## src/rtl/loader_pkg.sv

```systemverilog
// Shared types for the program loader.
// Contents: the FSM state enum, the default instruction and address widths,
// and the instruction word and instruction address typedefs.
package loader_pkg;
  localparam int IW_DEF = 9;
  localparam int AW_DEF = 12;

  typedef logic [IW_DEF-1:0] instr_t;
  typedef logic [AW_DEF-1:0] iaddr_t;

  typedef enum logic [2:0] {IDLE, LOAD, ARM, RUN, DONE, ERR} ld_state_t;
endpackage

```

## src/rtl/ld_cycle_counter.sv

```systemverilog
// Saturating run-cycle counter with a terminal-count compare.
// Ports:
//   clk      in  rising-edge clock
//   reset    in  synchronous active-low reset
//   clr      in  synchronous clear (a new load is starting)
//   en       in  count this cycle
//   count    out current count; holds at all-ones and never wraps
//   at_term  out count equals TERM
module ld_cycle_counter #(
  parameter int            CW   = 32,
  parameter logic [CW-1:0] TERM = '1
) (
  input  logic          clk,
  input  logic          reset,
  input  logic          clr,
  input  logic          en,
  output logic [CW-1:0] count,
  output logic          at_term
);
  always_ff @(posedge clk) begin
    if (!reset || clr)
      count <= '0;
    else if (en && count != '1)
      count <= count + 1'b1;
  end

  assign at_term = (count == TERM);
endmodule

```

## src/rtl/prog_loader.sv

```systemverilog
// Program loader / launcher for the 9-bit core.
// It takes a valid/ready stream of instruction words and writes them into
// instruction memory starting at address 0. It then holds the core in reset
// for RST_CYC cycles, releases reset, and counts run cycles until cpu_done
// rises or TIMEOUT is reached. The core is held in reset in every state
// except RUN.
// Optional feature: define CHECKSUM_EN to add the checksum port, which is
// the XOR of every accepted word.
// Ports:
//   clk, reset                        clock; synchronous active-low reset
//   start                             1-cycle pulse that begins a load (IDLE/DONE/ERR only)
//   in_valid/in_ready/in_data/in_last instruction stream
//   imem_we/imem_addr/imem_wdata      registered memory write port
//   cpu_reset                         active-high reset to the core
//   cpu_done                          level done flag from the core
//   busy                              high in LOAD, ARM and RUN
//   run_done/timeout/load_err         sticky result flags of the last run
//   cycle_count                       RUN cycles of the last or current run
//   checksum                          XOR of accepted words (CHECKSUM_EN only)
module prog_loader
  import loader_pkg::*;
#(
  parameter int IW      = IW_DEF,
  parameter int AW      = AW_DEF,
  parameter int DEPTH   = 4096,
  parameter int CW      = 32,
  parameter int TIMEOUT = 1000000,
  parameter int RST_CYC = 2
) (
  input  logic          clk,
  input  logic          reset,
  input  logic          start,
  input  logic          in_valid,
  output logic          in_ready,
  input  logic [IW-1:0] in_data,
  input  logic          in_last,
  output logic          imem_we,
  output logic [AW-1:0] imem_addr,
  output logic [IW-1:0] imem_wdata,
  output logic          cpu_reset,
  input  logic          cpu_done,
  output logic          busy,
  output logic          run_done,
  output logic          timeout,
  output logic          load_err,
  output logic [CW-1:0] cycle_count
`ifdef CHECKSUM_EN
  ,
  output logic [IW-1:0] checksum
`endif
);
  localparam int            ACW      = (RST_CYC > 1) ? $clog2(RST_CYC) : 1;
  localparam logic [ACW-1:0] ARM_LAST = ACW'(RST_CYC - 1);
  localparam logic [AW-1:0]  LAST_SLOT = AW'(DEPTH - 1);
  // The timeout fires on the RUN cycle that brings the count up to TIMEOUT.
  localparam logic [CW-1:0]  TERM     = CW'(TIMEOUT - 1);

  ld_state_t      state, state_n;
  logic [AW-1:0]  addr;
  logic [ACW-1:0] arm_cnt;
  logic           accept, launch, at_term;

  assign accept = (state == LOAD) && in_valid;

  // state register
  always_ff @(posedge clk) begin
    if (!reset) state <= IDLE;
    else        state <= state_n;
  end

  // next state and state-decoded outputs
  always_comb begin
    state_n   = state;
    launch    = 1'b0;
    in_ready  = 1'b0;
    cpu_reset = 1'b1;
    busy      = 1'b0;
    case (state)
      IDLE, DONE, ERR: begin
        if (start) begin
          launch  = 1'b1;
          state_n = LOAD;
        end
      end
      LOAD: begin
        in_ready = 1'b1;
        busy     = 1'b1;
        if (accept) begin
          if (in_last)                 state_n = ARM;
          else if (addr == LAST_SLOT)  state_n = ERR;
        end
      end
      ARM: begin
        busy = 1'b1;
        if (arm_cnt == ARM_LAST) state_n = RUN;
      end
      RUN: begin
        busy      = 1'b1;
        cpu_reset = 1'b0;
        // done has priority over a timeout in the same cycle
        if (cpu_done)     state_n = DONE;
        else if (at_term) state_n = ERR;
      end
      default: state_n = IDLE;
    endcase
  end

  // address counter, write register, arm timer, sticky flags
  always_ff @(posedge clk) begin
    if (!reset) begin
      addr       <= '0;
      imem_we    <= 1'b0;
      imem_addr  <= '0;
      imem_wdata <= '0;
      arm_cnt    <= '0;
      run_done   <= 1'b0;
      timeout    <= 1'b0;
      load_err   <= 1'b0;
    end else begin
      imem_we <= accept;
      arm_cnt <= (state == ARM) ? arm_cnt + 1'b1 : '0;
      if (launch) begin
        addr     <= '0;
        run_done <= 1'b0;
        timeout  <= 1'b0;
        load_err <= 1'b0;
      end
      if (accept) begin
        imem_addr  <= addr;
        imem_wdata <= in_data;
        addr       <= addr + 1'b1;
        if (!in_last && addr == LAST_SLOT) load_err <= 1'b1;
      end
      if (state == RUN) begin
        if (cpu_done)     run_done <= 1'b1;
        else if (at_term) timeout  <= 1'b1;
      end
    end
  end

`ifdef CHECKSUM_EN
  always_ff @(posedge clk) begin
    if (!reset || launch) checksum <= '0;
    else if (accept)      checksum <= checksum ^ in_data;
  end
`endif

  ld_cycle_counter #(.CW(CW), .TERM(TERM)) u_cyc (
    .clk     (clk),
    .reset   (reset),
    .clr     (launch),
    .en      (state == RUN),
    .count   (cycle_count),
    .at_term (at_term)
  );
endmodule

```

## config.mk

```make
export PLATFORM = sky130hd
export DESIGN_NAME = prog_loader
export DESIGN_NICKNAME = d
export VERILOG_FILES = /design/src/rtl/loader_pkg.sv /design/src/rtl/ld_cycle_counter.sv /design/src/rtl/prog_loader.sv
export SDC_FILE = /design/constraint.sdc
export NUM_CORES = 1
export LEC_CHECK = 0
export CORE_MARGIN = 2
export CORE_UTILIZATION = 53
export CTS_BUF_LIST = sky130_fd_sc_hd__clkbuf_2
export DETAILED_ROUTE_END_ITERATION = 6
export GPL_ROUTABILITY_DRIVEN = 0
export GPL_TIMING_DRIVEN = 0
export HOLD_SLACK_MARGIN = 0.1
export PLACE_DENSITY = 0.8
export SLEW_MARGIN = 20
export SYNTH_ARGS = -nofsm -noshare
export SYNTH_HDL_FRONTEND = slang
export SYNTH_SLANG_ARGS = --single-unit
```

## constraint.sdc

```tcl
create_clock -name clk -period 2.2 [get_ports clk]
set_input_delay 0.44 -clock clk [delete_from_list [all_inputs] [get_ports clk]]
set_output_delay 0.44 -clock clk [all_outputs]
set_load 0.005 [all_outputs]
```

======== Word level (Yosys, flattened, before mapping) ========
Cells that the tools add are included.
operators by class
  add/sub/neg operators ................... 3
  eq/ne operators ......................... 13
  muxes and demuxes ....................... 25
  reduce and logical (&&, ||, !) cells .... 12
operators by type and width
  cell                     count
  $add A32 B1 Y32 const B  1
  $eq A32 B20 Y1 const B   1
  $ne A32 B32 Y1 const B   1
  $mux W12                 2
  $mux W3                  7
  $mux W1                  15
  $add A12 B1 Y12 const B  1
  $eq A12 B12 Y1 const B   1
  $pmux W3 S4              1
  $eq A3 B2 Y1 const B     2
  $eq A3 B3 Y1 const B     2
  $ne A2 B2 Y1 const B     3
  $reduce_or A3 Y1         2
  $reduce_and A5 Y1        1
  $eq A3 B1 Y1 const B     1
  $logic_and A1 B1 Y1      3
  $logic_not A3 Y1         1
  $ne A3 B2 Y1 const B     1
  $ne A3 B3 Y1 const B     1
  $logic_not A1 Y1         2
  $reduce_and A2 Y1        1
  $reduce_bool A2 Y1       1
  $add A1 B1 Y1 const B    1
  $logic_or A1 B1 Y1       1
storage, ports and cells
  register bits after elaboration ......... 73
  logic and storage cells ................. 63

======== Depth between registers and ports, before layout ========
  depth after elaboration ................. 7
  gate-level depth with buffers ........... 7
  gate-level depth less buffers ........... 6

======== Cells and area by module ========
A second synthesis with hierarchy kept.
unflattened totals
  cell total of the unflattened synthesis .. 436
  area total of the unflattened synthesis .. 3643.5 µm²
modules (own cells, without submodules)
  module            instances  cells each  area each (µm²)  sequential area each (µm²)
  prog_loader       1          216         1824.2           820.8
  ld_cycle_counter  1          220         1819.2           640.6

======== Worst setup path after synthesis ========
No wires, ideal clock.
  path type ............................... register to register
  start point ............................. register u_cyc.count[20]
  end point ............................... register u_cyc.count[0]
  arrival time ............................ 1.822 ns
  path slack .............................. 0.250 ns
  cell stages (with the launch flop) ...... 7
  path buffers ............................ 1
  period minus slack after synthesis ...... 1.950 ns
  path through ............................ dfxtp_1 nand4_2 or3_4 o41ai_4 buf_6 xor2_1 nor2_1
on the way
  cells in the longest elaborated chain, start to end .. 2
ends and longest elaborated chain
  what                      RTL line                RTL
  start: declaration        ld_cycle_counter.sv:17  output logic [CW-1:0] count,
  start signal: assignment  ld_cycle_counter.sv:24  count <= count + 1'b1;
  $ne A32 B32 Y1            ld_cycle_counter.sv:23  else if (en && count != '1)
  $logic_and A1 B1 Y1       ld_cycle_counter.sv:23
Every way passes these cells.
A chain may end at the register's enable or synchronous reset.

======== Final worst setup path ========
  start point ............................. register u_cyc.count[2]
  end point ............................... register u_cyc.count[31]
on the way
  cells in the longest elaborated chain, start to end .. 2
  elaborated cells on any way between the ends .. 3
  classes of those cells .................. add/sub: 1; eq/ne: 1; reduce/logical: 1
ends and longest elaborated chain
  what
  parallel branches: the longest is 2 deep, another holds $add A32 B1 Y32
Several ways; the timed one is not identified.

==> out/summary.log <==
INFO  cts            clk_sinks=73
INFO  yosys          post_synth_num_cell_types=57
INFO  yosys          ys_warn_count=0
INFO  layout         final_design_area_no_fill=0.00461sqmm
INFO  yosys          synth.cell_area=0.00347sqmm
INFO  grt            grt.total_usage=26.1%
INFO  placement      place.detailed.instances=574
INFO  cts            worst_skew_pair.late_latency=0.52ns
INFO  outcome        run_status=finished, final reports clean
INFO  timing         unrepaired_setup_endpoints_after_global_routing=true
INFO  yosys          synth_xor_xnor_area_share=2.02%
INFO  yosys          post_synth_inst_count=424
INFO  timing         fin_setup_tns=0ns
INFO  cts            cts.path.max_buffers=2
INFO  timing         maxSlewHeadroom=51.1%
INFO  layout         finalNetCount=535
INFO  grt            grt_pass1_wl=15400um
INFO  yosys          combinational_family_with_the_most_area_after_synthesis=simple AND/OR/NAND/NOR gates
INFO  critical_path  worstSetupPathType=flop to flop
INFO  job            maxCapViolCount=0
INFO  yosys          synth_net_count=441
INFO  placement      port_buffers=73
INFO  min_path       hold_startpoint=reset
INFO  layout         number_of_cells_in_the_finished_layout_apart_from_fillers=600
INFO  yosys          yosysMostFrequentCell=sky130_fd_sc_hd__dfxtp_1
INFO  floorplanning  io-pin-count=75
INFO  timing         fin_worst_skew=0.0334ns
INFO  critical_path  critical_path_required=2.65ns
INFO  cts            htree_num_levels=3
INFO  pwr            power_per_cell_area=653mW/mm^2
INFO  route          drt-total-wl=9630um
INFO  yosys          share_of_the_synthesized_area_in_compound_gates_ao_oa_aoi_oai=20.9%
INFO  layout         drive_above_1_share=12.2%
INFO  cts            clock_buffer_count_from_cts=9
INFO  timing         setup_ws=0.0420ns
INFO  yosys          post-synth-top-area-cell=sky130_fd_sc_hd__dfxtp_1
INFO  min_path       min_path_type=input pin to flop
INFO  cts            tritoncts=built
INFO  floorplanning  initial_core_util=54.7%
INFO  route          route.detailed.vias_per_inst=6.06
INFO  timing         timing.hold.ws=0.352ns
INFO  floorplanning  placement_rows=29
INFO  critical_path  crit_arrival=2.61ns
INFO  layout         n_fill_cell=494
INFO  route          detail-route-antenna-nets=0
INFO  layout         synthToLayoutAreaGrowth=32.6%
INFO  floorplanning  floorplan.die_area=0.00722sqmm
INFO  placement      placedInstanceArea=0.00430sqmm
INFO  timing         fmax=463MHz
INFO  timing         report.final.hold_viol_count=0
INFO  yosys          syn-mean-instance-area=8.19squm
INFO  yosys          synth_sequential_area_ratio=42.1%
INFO  cts            clk_pin_slew_worst_paths=0.20ns
INFO  yosys          synth_ff_type=sky130_fd_sc_hd__dfxtp_1
INFO  yosys          post_synth_main_area_contributors=sky130_fd_sc_hd__dfxtp_1 (42%), sky130_fd_sc_hd__a21oi_1 (7.6%), sky130_fd_sc_hd__nand2_1 (6.6%)
INFO  placement      post_detail_place_hpwl=6720um
INFO  yosys          synth_enable_flop_cells=0
INFO  layout         antennaDiodeCount=0
INFO  pwr            peak_supply_drop=0.488mV
INFO  yosys          post_synth_mux_area_share=0.864%
INFO  yosys          synth_largest_type_area_fraction=42.1%
INFO  route          detail_route.drc_violations=0
INFO  critical_path  crit_fanout=8
INFO  cts            cts_root_buf=sky130_fd_sc_hd__clkbuf_2
INFO  timing         worst_pin_slew=0.734ns
INFO  timing         finalCriticalPeriod=2.16ns
INFO  placement      placement.setup.worst_slack=-0.657ns
INFO  route          drtIter0Drc=309
INFO  timing         finalCritPeriodShare=98.1%
INFO  route          post_drt_wl_per_cell=16.0um
INFO  grt            grt_start_max_net_pins=13
INFO  timing         slew_viol_final=0
INFO  critical_path  cp-startpoint=u_cyc.count[2]$_SDFFE_PP0P_
INFO  route          drt_pass1_iterations=7
INFO  yosys          yosys_register_bits=73
INFO  yosys          post_synth_fa_ha_maj_area_fraction=0.720%
INFO  timing         setup_viol_count_final=0
INFO  yosys          synth.top_cells.by_count=sky130_fd_sc_hd__dfxtp_1 (73), sky130_fd_sc_hd__nand2_1 (61), sky130_fd_sc_hd__a21oi_1 (53)
INFO  grt            antenna_violations_before_repair=0
INFO  pwr            total_power=3.01mW
INFO  yosys          yosys.area_share.simple=29.4%
INFO  critical_path  timing.critical_path.to_type=flop
INFO  floorplanning  core_area=0.00635sqmm
INFO  grt            grt.overflow.total=0
INFO  yosys          post_synthesis_async_set_or_reset_flop_share=0%
INFO  pwr            leakage=1.50nW
INFO  route          dr_total_vias=3635
INFO  floorplanning  die_y=85.0um
INFO  floorplanning  fp.dieW=85.0um
INFO  layout         layout.core_utilization=72.6%
INFO  grt            first_global_vias=3253
INFO  critical_path  setup.worst_path.start_class=flop
INFO  critical_path  timing.rr.start=u_cyc.count[2]$_SDFFE_PP0P_
critical path: stages (launching register included):
cell and delay (ns):
sky130_fd_sc_hd__dfxtp_1 0.49, sky130_fd_sc_hd__nand4_1 0.24, sky130_fd_sc_hd__nor2_1 0.49, sky130_fd_sc_hd__o2111ai_2 0.28, sky130_fd_sc_hd__or4_1 0.46, sky130_fd_sc_hd__a21oi_1 0.15
sequential cells by signal (all words and copies together), names as in the netlist, 3 cells and up:
register	count
addr	12
u_cyc.count	32
imem_wdata	9
state	3
imem_addr	12
power by group:
group / switching (mW) / total, mW / internal (mW)
clock: 0.478 / 0.854 / 0.376
sequential: 0.0499 / 1.43 / 1.38
combinational: 0.421 / 0.730 / 0.309
total: 0.949 / 3.01 / 2.06
cells by family after synthesis:
family | count (synthesis)
AOI/OAI and AO/OA | 114
xor gates and xnor gates | 8
adders and majority gates | 2
buffers and inverters | 33
DFF | 73
muxes | 3
and+or+nand+nor | 191
cell usage in the layout (no fill, tap or decap), types with 8 or more instances in the layout:
master / count
sky130_fd_sc_hd__nor2_1: 29
sky130_fd_sc_hd__clkbuf_2: 12
sky130_fd_sc_hd__o21ai_0: 18
sky130_fd_sc_hd__clkdlybuf4s50_1: 71
sky130_fd_sc_hd__or3_1: 17
sky130_fd_sc_hd__inv_1: 10
sky130_fd_sc_hd__a21oi_1: 52
sky130_fd_sc_hd__o31ai_1: 8
sky130_fd_sc_hd__dfxtp_1: 65
sky130_fd_sc_hd__or4_1: 8
sky130_fd_sc_hd__nand4_1: 11
sky130_fd_sc_hd__nand2_1: 61
sky130_fd_sc_hd__nand3_1: 19
sky130_fd_sc_hd__clkbuf_1: 13
sky130_fd_sc_hd__buf_4: 10
final timing paths:
check | depth (start not counted) | to | slack (ns)
min reg2reg | 2 | imem_addr[0]$_SDFFE_PN0P_ | 0.47
max reg2reg | 5 | u_cyc.count[31]$_SDFFE_PP0P_ | 0.04
min | 3 | state[2]$_SDFFE_PN0P_ | 0.35
max | 5 | u_cyc.count[31]$_SDFFE_PP0P_ | 0.04
cell type report:
| class | count | area, sq um | share of cell area (%) |
|---|---|---|---|
| multi-input cells | 318 | 1930 | 42.0 |
| clock buffers | 10 | 50.0 | 1.09 |
| flip-flops and latches | 73 | 1480 | 32.0 |
| plain buffers | 21 | 109 | 2.36 |
| repair buffers | 84 | 815 | 17.7 |
| inverters | 11 | 43.8 | 0.951 |
| clock inverters | 6 | 82.6 | 1.79 |
| well taps | 77 | 96.3 | 2.09 |
routing by layer:
layer  up-vias  GRT usage [%]  part of all wire, %  wire [um]
met5         -              0                    0          0
met4         0           8.08                  1.4        130
met3        18           4.57                  6.6        638
met2       149           45.2                   50       4860
met1      1713           33.0                   42       4000
li1       1755              -                    -          -
what timing repair did:
| item | CTS | global route |
|---|---|---|
| setup buffers | 6 | 5 |
| gates resized for setup | 18 | 12 |
| setup endpoints to repair | 31 | 32 |
| hold buffers | 0 | 0 |
| pin swaps | 4 | 4 |
Note: power is estimated with default switching activity, not from simulation.
